`src/rtl/dmem_arbiter.sv`:
```
// dmem_arbiter: round-robin data-memory arbiter between core LSU (A) and debug master (B) with B bus-lock and A starvation guard
module dmem_arbiter #(
    parameter int DW       = 32,
    parameter int MAX_WAIT = 4,
    parameter int CW       = $clog2(MAX_WAIT + 1)
) (
    input  logic          clk_i,
    input  logic          rst_i,
    input  logic          a_req,
    input  logic          a_we,
    input  logic [DW-1:0] a_addr,
    input  logic [DW-1:0] a_wdata,
    output logic          a_gnt,
    output logic [DW-1:0] a_rdata,
    input  logic          b_req,
    input  logic          b_we,
    input  logic          b_lock,
    input  logic [DW-1:0] b_addr,
    input  logic [DW-1:0] b_wdata,
    output logic          b_gnt,
    output logic [DW-1:0] b_rdata,
    output logic          mem_we,
    output logic [DW-1:0] mem_addr,
    output logic [DW-1:0] mem_wdata,
    input  logic [DW-1:0] mem_rdata,
    output logic          stall_o
);
    typedef enum logic [1:0] {IDLE_PA, IDLE_PB, LOCK_B} state_e;
    state_e        state_q, state_d;
    logic [CW-1:0] wait_q, wait_d;
    logic          starve;
    always_comb begin
        starve    = a_req && (wait_q == CW'(MAX_WAIT));
        a_gnt     = a_req && (starve || (state_q != LOCK_B && (state_q == IDLE_PA || !b_req)));
        b_gnt     = b_req && !a_gnt;
        state_d   = a_gnt ? IDLE_PB
                  : b_gnt ? (b_lock ? LOCK_B : IDLE_PA)
                  : (state_q == LOCK_B ? IDLE_PA : state_q);
        wait_d    = (a_req && !a_gnt) ? (starve ? wait_q : wait_q + CW'(1)) : '0;
        mem_we    = !rst_i && ((a_gnt && a_we) || (b_gnt && b_we));
        mem_addr  = a_gnt ? a_addr : b_gnt ? b_addr : '0;
        mem_wdata = a_gnt ? a_wdata : b_gnt ? b_wdata : '0;
        a_rdata   = a_gnt ? mem_rdata : '0;
        b_rdata   = b_gnt ? mem_rdata : '0;
        stall_o   = a_req && !a_gnt;
    end
    always_ff @(posedge clk_i) begin
        if (rst_i) begin
            state_q <= IDLE_PA;
            wait_q  <= '0;
        end else begin
            state_q <= state_d;
            wait_q  <= wait_d;
        end
    end
endmodule
```
`config.mk`:
```
export PLATFORM = sky130hd
export DESIGN_NAME = dmem_arbiter
export DESIGN_NICKNAME = d
export VERILOG_FILES = /design/src/rtl/dmem_arbiter.sv
export SDC_FILE = /design/constraint.sdc
export NUM_CORES = 1
export LEC_CHECK = 0
export BUFFER_PORTS_ARGS = -buffer_cell sky130_fd_sc_hd__buf_4
export CAP_MARGIN = 20
export CORE_AREA = 2 2 115 117
export CTS_CLUSTER_SIZE = 14
export DETAILED_ROUTE_END_ITERATION = 16
export DIE_AREA = 0 0 117 119
export PLACE_DENSITY = 0.58
export SLEW_MARGIN = 0
export SYNTH_ARGS = -nofsm -noshare
export SYNTH_HDL_FRONTEND = slang
export SYNTH_SLANG_ARGS = --single-unit
```
`constraint.sdc`:
```
create_clock -name clk_i -period 2.1 [get_ports clk_i]
set_input_delay 0.42 -clock clk_i [delete_from_list [all_inputs] [get_ports clk_i]]
set_output_delay 0.42 -clock clk_i [all_outputs]
set_load 0.02 [all_outputs]
```
==> metrics <==
WS Path Type reg2out; Max Clock Skew 0.001635 ns; post-synthesis sequential area ratio 0.05175; I/O pin total 299; Final Hold Viols 0; Layout area overhead 170.1%; Pint 1.092 mW; setup TNS -2.830 ns; Placed Cells 783; initial antenna violation count 0; worst-path fanout max 25; fin util 0.4058; vias in the first global route 3,676; largest cells by area after synthesis o211ai_1, and2_1, o21ai_0, nand2_1, clkbuf_1; Comb power frac 0.773; worst slew pin tran 0.4362 ns; relative slew slack 0.7092; Fillers 1,288; IO Port Bufs 298; EDFF count, synth 0; Critical Path Max Stage Delay 0.33 ns; DRC 0; synthesized instance count 334; r2r startpoint wait_q[1]; Tcrit/Tclk final 1.035; Leakage 2.499 nW; Core ar. 12,870 µm²; top_reg_cell synth dfxtp_1; Net Sw Frac 0.4087; P per Cell Area 353.4 nW/µm²; first-pass GRT wire length 19,030 µm; Peak Freq 460.1 MHz; synth cell count leaders and2_1, nand2_1, o211ai_1; die extent in x 117 µm; final hold slack 0.3896 ns; global route overflow 0; #FFs+latches synth 5; via count 3,689; Finished Layout Cells 798; Post-Syn Area 1934 µm²; maximum clock insertion buffer count 2; Post-DRT Antenna Nets 0; P_sw 0.7547 mW; routed wire length 13,620 µm; worst hold start rst_i; status complete, but fails checks; DR vias/cell 4.623; layout cell share with drive strength beyond 1 0.6576; # clock sinks 5; final setup margin -0.07360 ns; Critical Path RT 1.68 ns; Synth top area share 0.2523; Max Cap Viol 0; Arrival @ worst endpoint 1.75 ns; Crit. Startpoint wait_q[1]; syn nets 503; share of power burned in registers 0.055; Place WS 0.03165 ns; Synthesis Warnings 0; Max IR drop VDD 0.1738 mV; Final Cell Area 5225 µm²; CTS tree done; Final min period 2.174 ns; asr flop ratio synth 0; Worst path slowest cell dfxtp_2; routability cong. 0.7519; Die H 119 µm; total CTS buffers 3; Die ar. 13,920 µm²; Rows 42; clk root buf clkbuf_16; Wirelength per Cell 17.07 µm; clock network fraction of total power 0.171; Worst Hold Class in2reg; pin count of the biggest net entering global routing 59; Pre-antenna DRT Iters 4; DRT iter0 DRCs 104; fin nets 792; post-synth top area cell o211ai_1; Cell Chain, Critical Path inv_2, ha_4, and2_4, o21ai_4, inv_6, buf_16, and2_1, buf_4; mean post-synth cell area 5.791 µm²; Cell variety after synth 28; GR Util All Layers 0.1753; worst skew pair latency 0.23 ns; RSZ-0062 raised after global routing yes; endpoint class of the critical path output port; failing checks setup timing; ANT cells 0; clock transition at the registers of the reported paths 0.03 ns; hpwl dp 9807 µm; type of origin of the critical path flip-flop; Placed Area 4486 µm²; Starting Density 0.1502; Tot Pwr 1.846 mW; H-tree level count 1; final setup fails 101; max-slew violations 0
power groups by stage:
stage	registers, mW	logic, mW	clock network [mW]
floorplan	0.102	0.561	0
global placement	0.103	1.18	0
detailed placement	0.103	1.19	0
CTS	0.102	1.39	0.323
global route	0.103	1.51	0.332
finish	0.102	1.43	0.316
registers in the layout (all words and copies together) (netlist names):
name and count:
wait_q 3, state_q 2
final cells by class:
class / instances / area (µm²) / area share
Clock buffer: 4 / 78.83 / 0.01509
Inverter: 4 / 20.02 / 0.003831
Multi-Input combinational cell: 281 / 1923 / 0.3681
Sequential cell: 5 / 103.9 / 0.01988
Tap cell: 176 / 220.2 / 0.04215
Timing Repair Buffer: 328 / 2879 / 0.5510
logic make-up after synthesis:
| group | count (synthesis) | share of synthesized area |
|---|---|---|
| adder cells (fa/ha/maj) | 2 | 0.01293 |
| buffers and inverters | 48 | 0.1067 |
| flip-flops | 5 | 0.05175 |
| AND/OR/NAND/NOR | 138 | 0.3622 |
| multiplexers | 2 | 0.01229 |
| XOR/XNOR | 2 | 0.009057 |
| AO/OA/AOI/OAI | 137 | 0.4450 |
repair_timing:
action	in CTS	in global routing
hold buffers	0	0
buffers inserted	4	2
pin swaps	32	18
endpoints found under the setup margin	130	129
gates cloned	5	2
endpoints found under the hold margin	0	0
gates resized for setup	169	31
cell usage in the layout, fill, tap and decap left out:
| cell | synthesis | layout |
|---|---|---|
| ha_1 | 2 | 1 |
| o211ai_1 | 65 | 65 |
| clkbuf_1 | 30 | 1 |
| buf_16 | 0 | 3 |
| nor3_2 | 1 | 1 |
| nand2_1 | 65 | 65 |
| or4_1 | 1 | 1 |
| buf_12 | 0 | 5 |
| o21ai_2 | 1 | 7 |
| nor2_1 | 2 | 2 |
| a21oi_1 | 4 | 4 |
| inv_6 | 0 | 1 |
| ha_4 | 0 | 1 |
| buf_4 | 1 | 251 |
| inv_1 | 3 | 1 |
| mux2i_1 | 1 | 1 |
| mux2i_4 | 0 | 1 |
| buf_6 | 1 | 65 |
| nand3_1 | 1 | 1 |
| o2bb2ai_4 | 0 | 1 |
| buf_8 | 0 | 2 |
| a21o_1 | 1 | 1 |
| nand2b_1 | 1 | 1 |
| dfxtp_1 | 5 | 2 |
| a21boi_2 | 0 | 1 |
| o21ai_4 | 0 | 9 |
| and3b_1 | 1 | 1 |
| inv_2 | 1 | 2 |
| and2_1 | 65 | 14 |
| and2_4 | 0 | 51 |
| xnor2_1 | 2 | 2 |
| clkbuf_16 | 0 | 5 |
| nor3_1 | 1 | 1 |
| o21ai_1 | 8 | 49 |
| dfxtp_2 | 0 | 3 |
worst max-delay path, delay by kind of cell (launching register included):
| family | cells | cell delay [ns] |
|---|---|---|
| adders and majority gates | 1 | 0.15 |
| AOI/OAI and AO/OA | 1 | 0.18 |
| and+or+nand+nor | 2 | 0.35 |
| buffers and inverters | 4 | 0.50 |
| DFF | 1 | 0.33 |
final timing paths:
check             depth (start not counted)  slack [ns]    endpoint
setup / recovery                          8       -0.07  a_rdata[0]
hold / removal                            2        0.39  state_q[0]
setup reg to reg                          6        0.49   wait_q[2]
hold reg to reg                           3        0.60   wait_q[1]
layer usage:
metal | routed length [µm] | global-route usage | vias to the layer above
li1 | - | - | 1748
met1 | 4750 | 0.1890 | 1723
met2 | 7487 | 0.3493 | 206
met3 | 1238 | 0.03766 | 12
met4 | 146 | 0.01985 | 0
met5 | 0 | 0 | -
No activity file was read; power rests on OpenSTA's default activity.
